==> config.mk <==
export PLATFORM = sky130hd
export DESIGN_NAME = hazard_stall_ctrl
export DESIGN_NICKNAME = d
export VERILOG_FILES = /design/src/rtl/hazard_stall_ctrl.sv
export SDC_FILE = /design/constraint.sdc
export NUM_CORES = 1
export LEC_CHECK = 0
export CAP_MARGIN = 20
export CORE_UTILIZATION = 50
export DETAILED_ROUTE_END_ITERATION = 10
export HOLD_SLACK_MARGIN = 0.15
export PLACE_DENSITY = 0.8
export SYNTH_ARGS = -nofsm -noshare
export SYNTH_HDL_FRONTEND = slang
export SYNTH_SLANG_ARGS = --single-unit
==> constraint.sdc <==
create_clock -name clk -period 5.8 [get_ports clk]
set_input_delay 1.45 -clock clk [delete_from_list [all_inputs] [get_ports clk]]
set_output_delay 1.45 -clock clk [all_outputs]
set_load 0.05 [all_outputs]
==> src/rtl/hazard_stall_ctrl.sv <==
// Stall decision for the D stage: shadow scoreboard of E/M/W results vs. D-stage operand use times,
// plus the HI/LO multiply/divide busy counter. stall is combinational; scoreboard and counter update each edge.
module hazard_stall_ctrl #(
    parameter int MULT_CYCLES = 5,
    parameter int DIV_CYCLES  = 10
) (
    input  logic        clk,
    input  logic        reset,
    input  logic [31:0] IR_D,
    output logic        stall,
    output logic        md_busy,
    output logic [1:0]  tnew_E
);

    localparam int MAX_CYC = (MULT_CYCLES > DIV_CYCLES) ? MULT_CYCLES : DIV_CYCLES;
    localparam int CW      = $clog2(MAX_CYC + 1);

    localparam logic [5:0] OP_SPECIAL = 6'h00;
    localparam logic [5:0] OP_JAL     = 6'h03;
    localparam logic [5:0] OP_BEQ     = 6'h04;
    localparam logic [5:0] OP_ADDIU   = 6'h09;
    localparam logic [5:0] OP_SLTI    = 6'h0a;
    localparam logic [5:0] OP_SLTIU   = 6'h0b;
    localparam logic [5:0] OP_ANDI    = 6'h0c;
    localparam logic [5:0] OP_ORI     = 6'h0d;
    localparam logic [5:0] OP_XORI    = 6'h0e;
    localparam logic [5:0] OP_LUI     = 6'h0f;
    localparam logic [5:0] OP_LW      = 6'h23;
    localparam logic [5:0] OP_SW      = 6'h2b;

    localparam logic [5:0] F_JR    = 6'h08;
    localparam logic [5:0] F_JALR  = 6'h09;
    localparam logic [5:0] F_MFHI  = 6'h10;
    localparam logic [5:0] F_MTHI  = 6'h11;
    localparam logic [5:0] F_MFLO  = 6'h12;
    localparam logic [5:0] F_MTLO  = 6'h13;
    localparam logic [5:0] F_MULT  = 6'h18;
    localparam logic [5:0] F_MULTU = 6'h19;
    localparam logic [5:0] F_DIV   = 6'h1a;
    localparam logic [5:0] F_DIVU  = 6'h1b;
    localparam logic [5:0] F_ADDU  = 6'h21;
    localparam logic [5:0] F_SUBU  = 6'h23;
    localparam logic [5:0] F_AND   = 6'h24;
    localparam logic [5:0] F_OR    = 6'h25;
    localparam logic [5:0] F_XOR   = 6'h26;
    localparam logic [5:0] F_NOR   = 6'h27;
    localparam logic [5:0] F_SLT   = 6'h2a;
    localparam logic [5:0] F_SLTU  = 6'h2b;

    typedef struct packed {
        logic [4:0] dst;
        logic [1:0] tnew;
        logic       md;
    } shadow_t;

    shadow_t        sh_e, sh_m, sh_w, dec;
    logic [CW-1:0]  cnt;

    logic [5:0] op, funct;
    logic [4:0] rs, rt, rd;
    logic       rs_need, rt_need;
    logic [1:0] rs_tuse, rt_tuse;
    logic       is_hilo, is_mult, is_div;
    logic       data_stall, md_stall;

    assign op    = IR_D[31:26];
    assign rs    = IR_D[25:21];
    assign rt    = IR_D[20:16];
    assign rd    = IR_D[15:11];
    assign funct = IR_D[5:0];

    always_comb begin
        dec     = '0;
        rs_need = 1'b0;
        rt_need = 1'b0;
        rs_tuse = 2'd0;
        rt_tuse = 2'd0;
        is_hilo = 1'b0;
        is_mult = 1'b0;
        is_div  = 1'b0;
        case (op)
            OP_SPECIAL: begin
                case (funct)
                    F_ADDU, F_SUBU, F_AND, F_OR, F_XOR, F_NOR, F_SLT, F_SLTU: begin
                        dec.dst  = rd;
                        dec.tnew = 2'd1;
                        rs_need  = 1'b1;
                        rs_tuse  = 2'd1;
                        rt_need  = 1'b1;
                        rt_tuse  = 2'd1;
                    end
                    F_JR: rs_need = 1'b1;
                    F_JALR: begin
                        dec.dst = rd;
                        rs_need = 1'b1;
                    end
                    F_MFHI, F_MFLO: begin
                        dec.dst  = rd;
                        dec.tnew = 2'd1;
                        is_hilo  = 1'b1;
                    end
                    F_MTHI, F_MTLO: begin
                        rs_need = 1'b1;
                        rs_tuse = 2'd1;
                        is_hilo = 1'b1;
                    end
                    F_MULT, F_MULTU, F_DIV, F_DIVU: begin
                        dec.md  = 1'b1;
                        rs_need = 1'b1;
                        rs_tuse = 2'd1;
                        rt_need = 1'b1;
                        rt_tuse = 2'd1;
                        is_hilo = 1'b1;
                        is_mult = (funct == F_MULT) || (funct == F_MULTU);
                        is_div  = (funct == F_DIV) || (funct == F_DIVU);
                    end
                    default: ;
                endcase
            end
            OP_ADDIU, OP_SLTI, OP_SLTIU, OP_ANDI, OP_ORI, OP_XORI: begin
                dec.dst  = rt;
                dec.tnew = 2'd1;
                rs_need  = 1'b1;
                rs_tuse  = 2'd1;
            end
            OP_LUI: dec.dst = rt;
            OP_LW: begin
                dec.dst  = rt;
                dec.tnew = 2'd2;
                rs_need  = 1'b1;
                rs_tuse  = 2'd1;
            end
            OP_SW: begin
                rs_need = 1'b1;
                rs_tuse = 2'd1;
                rt_need = 1'b1;
                rt_tuse = 2'd2;
            end
            OP_BEQ: begin
                rs_need = 1'b1;
                rt_need = 1'b1;
            end
            OP_JAL: dec.dst = 5'd31;
            default: ;
        endcase
    end

    // A producer blocks a consumer only while its result is still further away than the consumer's use point.
    function automatic logic src_hit(input logic [4:0] src, input logic need, input logic [1:0] tuse,
                                     input shadow_t e, input shadow_t m);
        return need && (src != 5'd0) &&
               (((src == e.dst) && (e.tnew > tuse)) || ((src == m.dst) && (m.tnew > tuse)));
    endfunction

    assign data_stall = src_hit(rs, rs_need, rs_tuse, sh_e, sh_m) | src_hit(rt, rt_need, rt_tuse, sh_e, sh_m);
    assign md_stall   = is_hilo && (sh_e.md || md_busy);
    assign stall      = !reset && (data_stall || md_stall);
    assign md_busy    = (cnt != '0);
    assign tnew_E     = sh_e.tnew;

    always_ff @(posedge clk) begin
        if (reset) begin
            sh_e <= '0;
            sh_m <= '0;
            sh_w <= '0;
            cnt  <= '0;
        end else begin
            sh_e <= stall ? shadow_t'('0) : dec;
            sh_m <= {sh_e.dst, (sh_e.tnew != 2'd0) ? (sh_e.tnew - 2'd1) : 2'd0, 1'b0};
            sh_w <= {sh_m.dst, 2'd0, 1'b0};
            if (!stall && is_mult) begin
                cnt <= CW'(MULT_CYCLES);
            end else if (!stall && is_div) begin
                cnt <= CW'(DIV_CYCLES);
            end else if (cnt != '0) begin
                cnt <= cnt - CW'(1);
            end
        end
    end

    // W is kept for scoreboard completeness; everything there is already forwardable.
    logic unused_bits;
    assign unused_bits = ^{IR_D[10:6], sh_w, sh_m.md};

endmodule

==> impl_metrics.json, run 1 <==
{
  "worstPathArrival_ns": 4.24,
  "setup_ws_ns": 0.113,
  "postSynthCellCount": 201,
  "antenna_found_initial": 0,
  "dpl.cell_count": 279,
  "top_layer": "met4",
  "die_w_um": 58.6,
  "cts_tree": "built",
  "drtIter0Drc": 54,
  "grt_max_degree": 16,
  "powerDensity_nw_per_um2": 184,
  "antenna_left": 0,
  "skew_ns": 0.00322,
  "grt_pass1_wl_um": 6020,
  "synthToLayoutAreaGrowth_pct": 31.1,
  "yosys-top-cells-count": "19 x dfxtp_1, 17 x o21ai_0, 14 x nor2_1",
  "holdBufCountCts": 0,
  "path_max_fanout": 3,
  "synth_area_leaders": "dfxtp_1 24%, xnor2_1 6.0%, xor2_1 5.5%",
  "io_buffers": 32,
  "start_util": 0.524,
  "cts_buffers": 3,
  "start_kind": "primary input",
  "synthesis.area_sq_um": 1600,
  "numClockSinks": 19,
  "final_nets": 283,
  "dieArea_sq_um": 3430,
  "routedWlPerCell_um": 13.1,
  "wl_met3_um": 112,
  "grt_pass1_vias": 1401,
  "core_area_sq_um": 3050,
  "max_slew.worst_pin.slew_ns": 0.594,
  "final_cell_area_sq_um": 2100,
  "async_flop_share": 0,
  "slew_violations": 0,
  "clockRootBuffer": "clkbuf_4",
  "synth_top_cell_by_area": "dfxtp_1",
  "cp.required_ns": 4.35,
  "clk_latency_ns": 0.31,
  "track_usage": 0.228,
  "tns_ns": 0,
  "wl_met2_um": 1810,
  "outcome": "completed",
  "fmax_ghz": 0.176,
  "place_congestion": 0.866,
  "min_path_type": "reg -> reg",
  "vias": 1567,
  "post_dp_cell_area_sq_um": 2020,
  "synth_seq_cells": 19,
  "synth_edf_count": 0,
  "drc": 0,
  "ys_seq_area_frac": 0.238,
  "synth_most_common_cell": "dfxtp_1",
  "synthFlopType": "dfxtp_1",
  "rows": 20,
  "leakage_nw": 0.806,
  "diodes": 0,
  "wl_met1_um": 1750,
  "drive_above_1_share": 0.149,
  "viasPerCell": 5.48,
  "place_ws_ns": 0.0164,
  "finalCritPeriodShare": 0.981,
  "ioPinCount": 38,
  "setup_viol": 0,
  "drt_pass1_iterations": 4,
  "overflow": 0,
  "dp_hpwl_um": 2890,
  "post-route-min-period_ns": 5.69,
  "clockBufferDepth": 2,
  "wirelength_um": 3740,
  "syn_nets": 241,
  "peakVddDrop_mv": 0.0930,
  "clk_pin_slew_ns": 0.10,
  "synth_top_area_frac": 0.238,
  "die_y_um": 58.6,
  "instances_no_fill": 286,
  "final_hold_viol_count": 0,
  "timing_worst_setup_path_type": "in -> out",
  "cp-end-kind": "primary output",
  "synth_area_per_cell_sq_um": 7.96,
  "yosysWarningCount": 0,
  "htree_levels": 1,
  "ys_types": 50,
  "relSlewSlack": 0.603,
  "drv_cap": 0
}
## sequential cells by signal, summed over array words and instances, names as in the netlist
signal and flops:
cnt 4, sh_e 6, sh_m 7, tnew_E 2
## final timing paths
kind                          to            startpoint  slack, ns  depth (start not counted)
max reg2reg  cnt[1]$_SDFFE_PP0P_    sh_e[6]$_SDFF_PP0_       3.67                          7
min reg2reg   sh_m[1]$_SDFF_PP0_  tnew_E[0]$_SDFF_PP0_       0.50                          1
max                        stall              IR_D[28]       0.11                         13
min           sh_m[1]$_SDFF_PP0_  tnew_E[0]$_SDFF_PP0_       0.50                          1
## where the power goes
group          leakage (nW)  internal (mW)  total (mW)  switching (mW)
sequential            0.154          0.142       0.151         0.00852
clock                0.0150         0.0269      0.0684          0.0415
combinational         0.637         0.0748       0.167          0.0926
## stage by stage
| step | utilization | total power [mW] | hold slack (ns) |
|---|---|---|---|
| after detailed placement | 0.661 | 0.319 | 0.478 |
| after global routing | 0.687 | 0.413 | 0.510 |
| after CTS | 0.669 | 0.386 | 0.493 |
| final | 0.687 | 0.387 | 0.496 |
| after floorplan | - | 0.262 | 0.440 |
| after global placement | 0.661 | 0.317 | 0.474 |
## what timing repair did
action | 4_1_cts | 5_1_grt
resized for setup | 0 | 8
endpoints found under the setup margin | 0 | 1
buffers inserted | 0 | 3
## critical path: stages
cell and delay (ns):
clkdlybuf4s50_1 0.42, or4_4 0.42, or3_4 0.40, a21oi_4 0.16
ha_1 0.25, nand2_1 0.08, o2111ai_2 0.12, o22ai_2 0.22
o221ai_2 0.15, inv_2 0.08, a311oi_1 0.05, nor2_1 0.23
clkbuf_16 0.21
## final cells by class
type / instances / area [sq um]
sequential: 19 / 380
timing repair buffer: 44 / 433
clock buffer: 4 / 26.3
tap: 44 / 55.1
multi-input combinational: 161 / 1150
fill: 248 / 955
inverter: 14 / 52.6
## cell families (layout without fill, tap and decap cells)
logic type      Yosys count  after routing  synth area share
simple gates             85             85             0.332
compound gates           48             48             0.206
xor+xnor                 21             21             0.115
buf+inv                  21             62            0.0555
flops                    19             19             0.238
fa+ha+maj                 6              6            0.0469
mux                       1              1           0.00704
## cell usage in the layout, fill, tap and decap left out, types with 3 or more instances in the layout
cell type and count:
nor2_1 14, dlymetal6s2s_1 3, nor2b_1 13, nand3_1 4, inv_1 13, nand4b_1 3
a21oi_1 4, clkbuf_4 3, o21ai_0 17, nand2_1 10, buf_4 12, xor2_1 10
a31oi_1 3, xnor2_1 11, a32oi_1 3, dfxtp_1 19, nor3_1 8, or3_1 3
ha_1 6, nand2b_1 3, and2_1 6, o21ai_1 3, nor3b_1 4, clkdlybuf4s50_1 28
## routing by layer
| layer | GRT usage | up-vias |
|---|---|---|
| met5 | 0 | - |
| li1 | - | 806 |
| met2 | 0.381 | 33 |
| met1 | 0.296 | 723 |
| met4 | 0.0884 | 0 |
| met3 | 0.0330 | 5 |
Power figures use the tool's default switching activity.
==> run 2: changes to the inputs <==
--- a/config.mk
+++ b/config.mk
@@ -5,7 +5,7 @@
 export SDC_FILE = /design/constraint.sdc
 export NUM_CORES = 1
 export LEC_CHECK = 0
-export CAP_MARGIN = 20
+export CAP_MARGIN = 10
 export CORE_UTILIZATION = 50
 export DETAILED_ROUTE_END_ITERATION = 10
 export HOLD_SLACK_MARGIN = 0.15
==> results of run 2 <==
No change in the layout: final DEF, timing and power equal those of run 1.
